===== src/rtl/ahb_lite_cmd_master.sv =====
// rtl/ahb_lite_cmd_master.sv - single-transfer AHB-Lite initiator fed by a command/response port
// Address-phase and data-phase registers give one NONSEQ/SINGLE transfer per cycle.
module ahb_lite_cmd_master #(
  parameter int unsigned ADDR_WIDTH = 32,
  parameter int unsigned DATA_WIDTH = 32,
  parameter logic [3:0]  HPROT_VAL  = 4'b0011
) (
  input  logic                  HCLK,
  input  logic                  HRESETn,
  input  logic                  cmd_valid,
  output logic                  cmd_ready,
  input  logic [ADDR_WIDTH-1:0] cmd_addr,
  input  logic                  cmd_write,
  input  logic [2:0]            cmd_size,
  input  logic [DATA_WIDTH-1:0] cmd_wdata,
  output logic                  rsp_valid,
  output logic [DATA_WIDTH-1:0] rsp_rdata,
  output logic                  rsp_error,
  output logic [ADDR_WIDTH-1:0] HADDR,
  output logic [1:0]            HTRANS,
  output logic                  HWRITE,
  output logic [2:0]            HSIZE,
  output logic [2:0]            HBURST,
  output logic [3:0]            HPROT,
  output logic [DATA_WIDTH-1:0] HWDATA,
  input  logic                  HREADY,
  input  logic [1:0]            HRESP,
  input  logic [DATA_WIDTH-1:0] HRDATA
);

  typedef enum logic [1:0] {
    HT_IDLE   = 2'b00,
    HT_NONSEQ = 2'b10
  } htrans_e;

  htrans_e               htrans_q, htrans_d;
  logic                  ap_valid_q, ap_valid_d;
  logic [ADDR_WIDTH-1:0] ap_addr_q, ap_addr_d;
  logic                  ap_write_q, ap_write_d;
  logic [2:0]            ap_size_q, ap_size_d;
  logic [DATA_WIDTH-1:0] ap_wdata_q, ap_wdata_d;
  logic                  dp_valid_q, dp_valid_d;
  logic                  dp_write_q, dp_write_d;
  logic [DATA_WIDTH-1:0] dp_wdata_q, dp_wdata_d;
  logic                  rsp_valid_q, rsp_valid_d;
  logic [DATA_WIDTH-1:0] rsp_rdata_q, rsp_rdata_d;
  logic                  rsp_error_q, rsp_error_d;

  logic err1, ap_issue, dp_done, cmd_accept;

  assign err1       = dp_valid_q & ~HREADY & (HRESP != 2'b00);
  assign ap_issue   = HREADY & ap_valid_q & (htrans_q == HT_NONSEQ);
  assign dp_done    = HREADY & dp_valid_q;
  assign cmd_ready  = ~ap_valid_q | (HREADY & (htrans_q == HT_NONSEQ) & ~err1);
  assign cmd_accept = cmd_valid & cmd_ready;

  always_ff @(posedge HCLK or negedge HRESETn) begin
    if (!HRESETn) begin
      htrans_q    <= HT_IDLE;
      ap_valid_q  <= 1'b0;
      ap_addr_q   <= '0;
      ap_write_q  <= 1'b0;
      ap_size_q   <= 3'b000;
      ap_wdata_q  <= '0;
      dp_valid_q  <= 1'b0;
      dp_write_q  <= 1'b0;
      dp_wdata_q  <= '0;
      rsp_valid_q <= 1'b0;
      rsp_rdata_q <= '0;
      rsp_error_q <= 1'b0;
    end else begin
      htrans_q    <= htrans_d;
      ap_valid_q  <= ap_valid_d;
      ap_addr_q   <= ap_addr_d;
      ap_write_q  <= ap_write_d;
      ap_size_q   <= ap_size_d;
      ap_wdata_q  <= ap_wdata_d;
      dp_valid_q  <= dp_valid_d;
      dp_write_q  <= dp_write_d;
      dp_wdata_q  <= dp_wdata_d;
      rsp_valid_q <= rsp_valid_d;
      rsp_rdata_q <= rsp_rdata_d;
      rsp_error_q <= rsp_error_d;
    end
  end

  always_comb begin
    htrans_d    = htrans_q;
    ap_valid_d  = ap_valid_q;
    ap_addr_d   = ap_addr_q;
    ap_write_d  = ap_write_q;
    ap_size_d   = ap_size_q;
    ap_wdata_d  = ap_wdata_q;
    dp_valid_d  = dp_valid_q;
    dp_write_d  = dp_write_q;
    dp_wdata_d  = dp_wdata_q;
    rsp_valid_d = 1'b0;
    rsp_rdata_d = rsp_rdata_q;
    rsp_error_d = rsp_error_q;

    // A command loaded during the first error cycle must still show IDLE in the second.
    if (cmd_accept) begin
      ap_valid_d = 1'b1;
      ap_addr_d  = cmd_addr;
      ap_write_d = cmd_write;
      ap_size_d  = cmd_size;
      ap_wdata_d = cmd_wdata;
      htrans_d   = err1 ? HT_IDLE : HT_NONSEQ;
    end else if (ap_issue) begin
      ap_valid_d = 1'b0;
      htrans_d   = HT_IDLE;
    end else if (err1) begin
      htrans_d   = HT_IDLE;
    end else if (HREADY && ap_valid_q && htrans_q == HT_IDLE) begin
      htrans_d   = HT_NONSEQ;
    end

    if (ap_issue) begin
      dp_valid_d = 1'b1;
      dp_write_d = ap_write_q;
      dp_wdata_d = ap_wdata_q;
    end else if (dp_done) begin
      dp_valid_d = 1'b0;
    end

    if (dp_done) begin
      rsp_valid_d = 1'b1;
      rsp_error_d = (HRESP != 2'b00);
      rsp_rdata_d = dp_write_q ? '0 : HRDATA;
    end
  end

  assign HTRANS    = ap_valid_q ? htrans_q : HT_IDLE;
  assign HADDR     = ap_addr_q;
  assign HWRITE    = ap_write_q;
  assign HSIZE     = ap_size_q;
  assign HBURST    = 3'b000;
  assign HPROT     = HPROT_VAL;
  assign HWDATA    = dp_valid_q ? dp_wdata_q : '0;
  assign rsp_valid = rsp_valid_q;
  assign rsp_rdata = rsp_rdata_q;
  assign rsp_error = rsp_error_q;

endmodule


===== config.mk =====
export PLATFORM = sky130hd
export DESIGN_NAME = ahb_lite_cmd_master
export DESIGN_NICKNAME = d
export VERILOG_FILES = /design/src/rtl/ahb_lite_cmd_master.sv
export SDC_FILE = /design/constraint.sdc
export NUM_CORES = 1
export LEC_CHECK = 0
export CORE_MARGIN = 4
export CORE_UTILIZATION = 44
export CTS_CLUSTER_DIAMETER = 60
export CTS_CLUSTER_SIZE = 12
export DETAILED_ROUTE_END_ITERATION = 10
export PLACE_DENSITY = 0.8
export SLEW_MARGIN = 25
export SYNTH_ARGS = -nofsm -noshare
export SYNTH_HDL_FRONTEND = slang
export SYNTH_SLANG_ARGS = --single-unit

===== constraint.sdc =====
create_clock -name HCLK -period 1.5 [get_ports HCLK]
set_input_delay 0.3 -clock HCLK [delete_from_list [all_inputs] [get_ports HCLK]]
set_output_delay 0.3 -clock HCLK [all_outputs]
set_load 0.01 [all_outputs]

==> impl_metrics.env, run 1 <==
export IMPL_clock_latency_ns=0.41
export IMPL_hpwl_um=10100
export IMPL_synth_edf_count=0
export IMPL_sw_frac_of_total=0.279
export IMPL_finalClockSkew_ns=0.0100
export IMPL_finalSetupViolations=32
export IMPL_fmax_mhz=594
export IMPL_finalPower_mw=15.6
export IMPL_finalCritPeriodShare=1.12
export IMPL_synth_cell_area_um2=5670
export IMPL_path_clk_slew_ns=0.05
export IMPL_required_ns=1.20
export IMPL_n_antenna_cell=0
export IMPL_initial_utilization=0.449
export IMPL_core_area_um2=12600
export IMPL_grt_usage=0.202
export IMPL_overflow=0
export IMPL_cts_max_level=4
export IMPL_r2r_slack_ns=0.06
export IMPL_syn_avg_cell_area_um2=13.6
export IMPL_relSlewSlack=0.480
export IMPL_nNetsFinal=762
export IMPL_ys_warn_count=0
export IMPL_power_frac_seq=0.378
export IMPL_portBuffers=209
export IMPL_drive_gt1_frac=0.348
export IMPL_status="complete, but fails checks"
export IMPL_r2r_end="dp_wdata_q[22]"
export IMPL_rows=41
export IMPL_utilization=0.718
export IMPL_rsz0062_at_grt="yes"
export IMPL_cp_end_kind="primary output"
export IMPL_power_per_cell_area_nw_per_um2=1730
export IMPL_clockRootBuffer="clkbuf_16"
export IMPL_grt_pass1_vias=4448
export IMPL_cts_made_buffers=17
export IMPL_async_flop_share=1.00
export IMPL_dieWidth_um=121
export IMPL_crit_fanout=7
export IMPL_ctsLongestPathBuffers=2
export IMPL_place_congestion=0.766
export IMPL_routed_via_density=4.81
export IMPL_dp_cells=793
export IMPL_cts_sinks=138
export IMPL_fin_tns_setup_ns=-4.24
export IMPL_worstSetupStartpointType="register"
export IMPL_switchingPower_mw=4.37
export IMPL_hold_viol_final=0
export IMPL_dieHeight_um=121
export IMPL_final_setup_worst_slack_ns=-0.183
export IMPL_pwr_share_clk=0.279
export IMPL_violations="negative setup slack"
export IMPL_layout_commonest_cell="dfrtp_1"
export IMPL_place_area_um2=8060
export IMPL_initialDrtViolationCount=280
export IMPL_wl_per_cell_um=17.9
export IMPL_timing_max_cap_violations=0
export IMPL_grt_max_degree=42
export IMPL_layout_common_cells="dfrtp_1, clkdlybuf4s50_1, mux2_2, dlygate4sd2_1, buf_6"
export IMPL_seq_area_frac_synth=0.609
export IMPL_crit_arrival_ns=1.38
export IMPL_cts_tree="done"
export IMPL_r2r_cells=5
export IMPL_synthCells=418
export IMPL_antenna_found_initial=0
export IMPL_power_internal_mw=11.3
export IMPL_ir_drop_mv=0.866
export IMPL_fin_area_um2=9060
export IMPL_hp_class="input port to async pin"
export IMPL_ys_seq_elements=138
export IMPL_crit_type="register to primary output"
export IMPL_num_vias=4045
export IMPL_first_pass_iters=4
export IMPL_timing_final_crit_period_ns=1.68
export IMPL_io_pins=218
export IMPL_dieArea_um2=14800
export IMPL_ant_nets=0
export IMPL_r2r_start="htrans_q[1]"
export IMPL_final_cells=841
export IMPL_finalWirelength_um=15000
export IMPL_syn_to_final_growth_pct=59.8
export IMPL_synthFlopType="dfrtp_1"
export IMPL_p_leak_nw=4.22
export IMPL_drc=0
export IMPL_grt_pass1_wl_um=22700
export IMPL_drv_slew=0
export IMPL_ys_types=19
export IMPL_worst_pin_slew_ns=0.780
export IMPL_p_comb_frac=0.343
==> how the worst max path moves through the flow <==
stage / to / slack, ns / startpoint / cells past startpoint
2_1_floorplan: HADDR[0] / 0.06 / htrans_q[1] / 5
3_3_place_gp: cmd_ready / -0.34 / HREADY / 3
3_5_place_dp: cmd_ready / -0.33 / HREADY / 3
4_1_cts: HWDATA[30] / -0.20 / dp_valid_q / 4
5_1_grt: HWDATA[8] / -0.22 / dp_valid_q / 4
6_report: HWDATA[30] / -0.18 / dp_valid_q / 4
==> per-layer routing <==
layer | GRT usage | share of wire
met5 | 0 | 0
met1 | 0.239 | 0.39
met4 | 0.0735 | 0.013
met2 | 0.325 | 0.49
met3 | 0.0909 | 0.10
==> worst max-delay path, cell delays in order, from the launching register on <==
cell	delay [ns]
dfrtp_2	0.44
buf_6	0.15
buf_12	0.14
and2_4	0.14
buf_6	0.12
==> power groups by stage <==
| stage | clock network (mW) | logic, mW | registers, mW |
|---|---|---|---|
| final | 4.36 | 5.36 | 5.92 |
| after global routing | 4.63 | 5.76 | 6.12 |
| after CTS | 4.46 | 5.24 | 5.91 |
| after detailed placement | 0 | 5.22 | 5.94 |
| after global placement | 0 | 5.09 | 5.85 |
| after floorplan | 0 | 2.22 | 6.02 |
==> through the flow <==
step	hold slack (ns)	setup slack (ns)
after global placement	0.252	-0.343
final	0.404	-0.183
after global routing	0.412	-0.224
after floorplan	0.00441	0.0637
after CTS	0.396	-0.203
after detailed placement	0.263	-0.327
==> Yosys cell counts, types with 2 or more instances <==
master | instances | area, µm²
conb_1 | 2 | 7.51
clkbuf_1 | 12 | 45.0
buf_12 | 2 | 40.0
a21oi_1 | 2 | 10.0
dfrtp_1 | 138 | 3450
buf_2 | 4 | 20.0
nand2_1 | 35 | 131
nand2b_1 | 33 | 206
buf_4 | 12 | 90.1
mux2_2 | 81 | 912
mux2_4 | 20 | 300
inv_1 | 3 | 11.3
o21ai_0 | 36 | 180
and2_1 | 33 | 206
==> state kept, by name, summed over array words and instances (netlist names), 3 cells and up <==
| name | count |
|---|---|
| HADDR | 32 |
| ap_wdata_q | 32 |
| dp_wdata_q | 32 |
| rsp_rdata | 32 |
| HSIZE | 3 |
==> final cells by class <==
type | count | area, µm²
fill | 923 | 3560
sequential | 138 | 3450
timing repair buffer | 244 | 2630
multi-input combinational | 252 | 2120
clock buffer | 27 | 523
tap | 172 | 215
clock inverter | 5 | 105
inverter | 3 | 11.3
==> cells by family after synthesis <==
logic type | after synthesis | synth area share
flip-flops | 138 | 0.609
AND/OR/NAND/NOR | 104 | 0.100
multiplexers | 101 | 0.214
AO/OA/AOI/OAI | 39 | 0.0364
buffers and inverters | 34 | 0.0384
other | 2 | 0.00133
==> repair_timing <==
action                                 CTS  global route
resized for setup                      275            10
pin swaps                                1             1
setup endpoints to repair              104            87
cloned                                   3             7
hold buffers                             1             0
setup buffers                            5             1
endpoints found under the hold margin   36             0
Note: power is estimated with default switching activity, not from simulation.
==> inputs of run 2 (changes only) <==
--- a/config.mk
+++ b/config.mk
@@ -10,7 +10,7 @@
 export CTS_CLUSTER_DIAMETER = 60
 export CTS_CLUSTER_SIZE = 12
 export DETAILED_ROUTE_END_ITERATION = 10
-export PLACE_DENSITY = 0.8
+export PLACE_DENSITY_LB_ADDON = 0.12
 export SLEW_MARGIN = 25
 export SYNTH_ARGS = -nofsm -noshare
 export SYNTH_HDL_FRONTEND = slang
==> impl_metrics.env, run 2 (synthesized netlist as in run 1, its figures left out) <==
export IMPL_layout_common_cells="dfrtp_1, clkdlybuf4s50_1, dlygate4sd2_1, mux2_4"
export IMPL_dieArea_um2=14800
export IMPL_use_met2=0.352
export IMPL_nFillCells=888
export IMPL_layout_commonest_cell="dfrtp_1"
export IMPL_rsz0062_at_grt="yes"
export IMPL_crit_fanout=6
export IMPL_cts_sinks=138
export IMPL_finalClockSkew_ns=0.00474
export IMPL_cts_max_level=4
export IMPL_initialDrtViolationCount=213
export IMPL_cts_made_buffers=17
export IMPL_p_leak_nw=4.44
export IMPL_fin_tns_setup_ns=-5.27
export IMPL_violations="negative setup slack"
export IMPL_finalSetupViolations=46
export IMPL_io_pins=218
export IMPL_portBuffers=209
export IMPL_use_met1=0.245
export IMPL_grtUsageMet3=0.0620
export IMPL_cp_end_kind="primary output"
export IMPL_wl_per_cell_um=18.7
export IMPL_hp_class="input port to async pin"
export IMPL_nNetsFinal=770
export IMPL_hold_slack_ns=0.358
export IMPL_crit_type="register to primary output"
export IMPL_ir_drop_mv=0.968
export IMPL_drc=0
export IMPL_core_area_um2=12600
export IMPL_grt_usage=0.206
export IMPL_antenna_found_initial=0
export IMPL_grt_max_degree=51
export IMPL_syn_to_final_growth_pct=63.4
export IMPL_status="complete, but fails checks"
export IMPL_first_pass_iters=4
export IMPL_final_setup_worst_slack_ns=-0.167
export IMPL_fmax_mhz=600
export IMPL_timing_max_cap_violations=0
export IMPL_clockRootBuffer="clkbuf_16"
export IMPL_overflow=0
export IMPL_crit_arrival_ns=1.37
export IMPL_worstSetupStartpointType="register"
export IMPL_ctsLongestPathBuffers=2
export IMPL_dieWidth_um=121
export IMPL_hpwl_um=9920
export IMPL_rows=41
export IMPL_worst_pin_slew_ns=0.801
export IMPL_grt_pass1_vias=4351
export IMPL_clock_latency_ns=0.41
export IMPL_initial_utilization=0.449
export IMPL_hold_viol_final=0
export IMPL_finalCritPeriodShare=1.11
export IMPL_path_clk_slew_ns=0.05
export IMPL_relSlewSlack=0.466
export IMPL_dieHeight_um=121
export IMPL_timing_final_crit_period_ns=1.67
export IMPL_cts_tree="done"
export IMPL_num_vias=4110
export IMPL_place_congestion=0.780
export IMPL_finalWirelength_um=15900
export IMPL_grt_pass1_wl_um=23200
export IMPL_required_ns=1.20
export IMPL_ant_nets=0
export IMPL_routed_via_density=4.85
export IMPL_top_usage_layer="met2"
export IMPL_drive_gt1_frac=0.362
export IMPL_drv_slew=0
export IMPL_power_per_cell_area_nw_per_um2=1690
export IMPL_n_antenna_cell=0
-- run 2: cell types whose count changed in the layout (fill, tap and decap cells not counted), moves of 2 or more --
cell / delta
mux2_2: -37
mux2_4: +37
buf_6: +8
clkinv_2: +6
clkbuf_1: -3
and2_1: -2
and2_4: +2
buf_16: +2
buf_2: -2
bufinv_16: -2
o21ai_0: +2
-- run 2: worst paths after layout --
check	startpoint	to	slack, ns	cells after the start
setup / recovery	dp_valid_q	HWDATA[10]	-0.17	4
hold / removal	HRESETn	HADDR[27]	0.36	2
setup reg to reg	ap_valid_q	HADDR[3]	-0.02	5
hold reg to reg	rsp_rdata[2]	rsp_rdata[2]	0.47	2
max in group asynchronous	HRESETn	htrans_q[1]	0.51	3
min in group HCLK	HRDATA[2]	rsp_rdata[2]	0.46	3
-- run 2: per-stage QoR --
stage / instances / instance area (µm²) / setup slack, ns / power [mW] / utilization
2_1_floorplan: 424 / 5690 / 0.0637 / 8.24 / -
3_3_place_gp: 793 / 8060 / -0.300 / 11.0 / 0.639
3_5_place_dp: 793 / 8060 / -0.309 / 11.2 / 0.639
4_1_cts: 839 / 9030 / -0.175 / 15.5 / 0.716
5_1_grt: 848 / 9260 / -0.215 / 16.4 / 0.734
6_report: 848 / 9260 / -0.167 / 15.6 / 0.734
-- run 2: per-layer routing --
layer / vias up / part of all wire
li1: 1879 / -
met1: 2066 / 0.40
met2: 141 / 0.52
met3: 24 / 0.067
met4: 0 / 0.018
met5: - / 0
-- run 2: cell type report --
| class | instances | area, µm² | share of cell area |
|---|---|---|---|
| Tap cell | 172 | 215 | 0.0232 |
| Sequential cell | 138 | 3460 | 0.373 |
| Clock buffer | 23 | 498 | 0.0538 |
| Multi-Input combinational cell | 253 | 2280 | 0.246 |
| Inverter | 3 | 11.3 | 0.00122 |
| Timing Repair Buffer | 251 | 2730 | 0.295 |
| Clock inverter | 8 | 67.6 | 0.00730 |
-- run 2: what timing repair did --
| item | CTS | global route |
|---|---|---|
| setup endpoints to repair | 138 | 131 |
| pin swaps | 2 | 2 |
| hold buffers | 1 | 0 |
| buffers inserted | 6 | 4 |
| cloned | 8 | 10 |
| gates resized for setup | 309 | 27 |
| hold endpoints to repair | 35 | 0 |
-- run 2: where the power goes --
part           internal (mW)  switching, mW
registers               5.11          0.838
logic                   3.55           2.18
clock network           2.47           1.47
total                   11.1           4.49
-- run 2: critical path, stage by stage, from the launching register on --
cell and delay (ns):
dfrtp_2 0.42, buf_8 0.15, buf_12 0.14, and2_4 0.14, buf_6 0.11
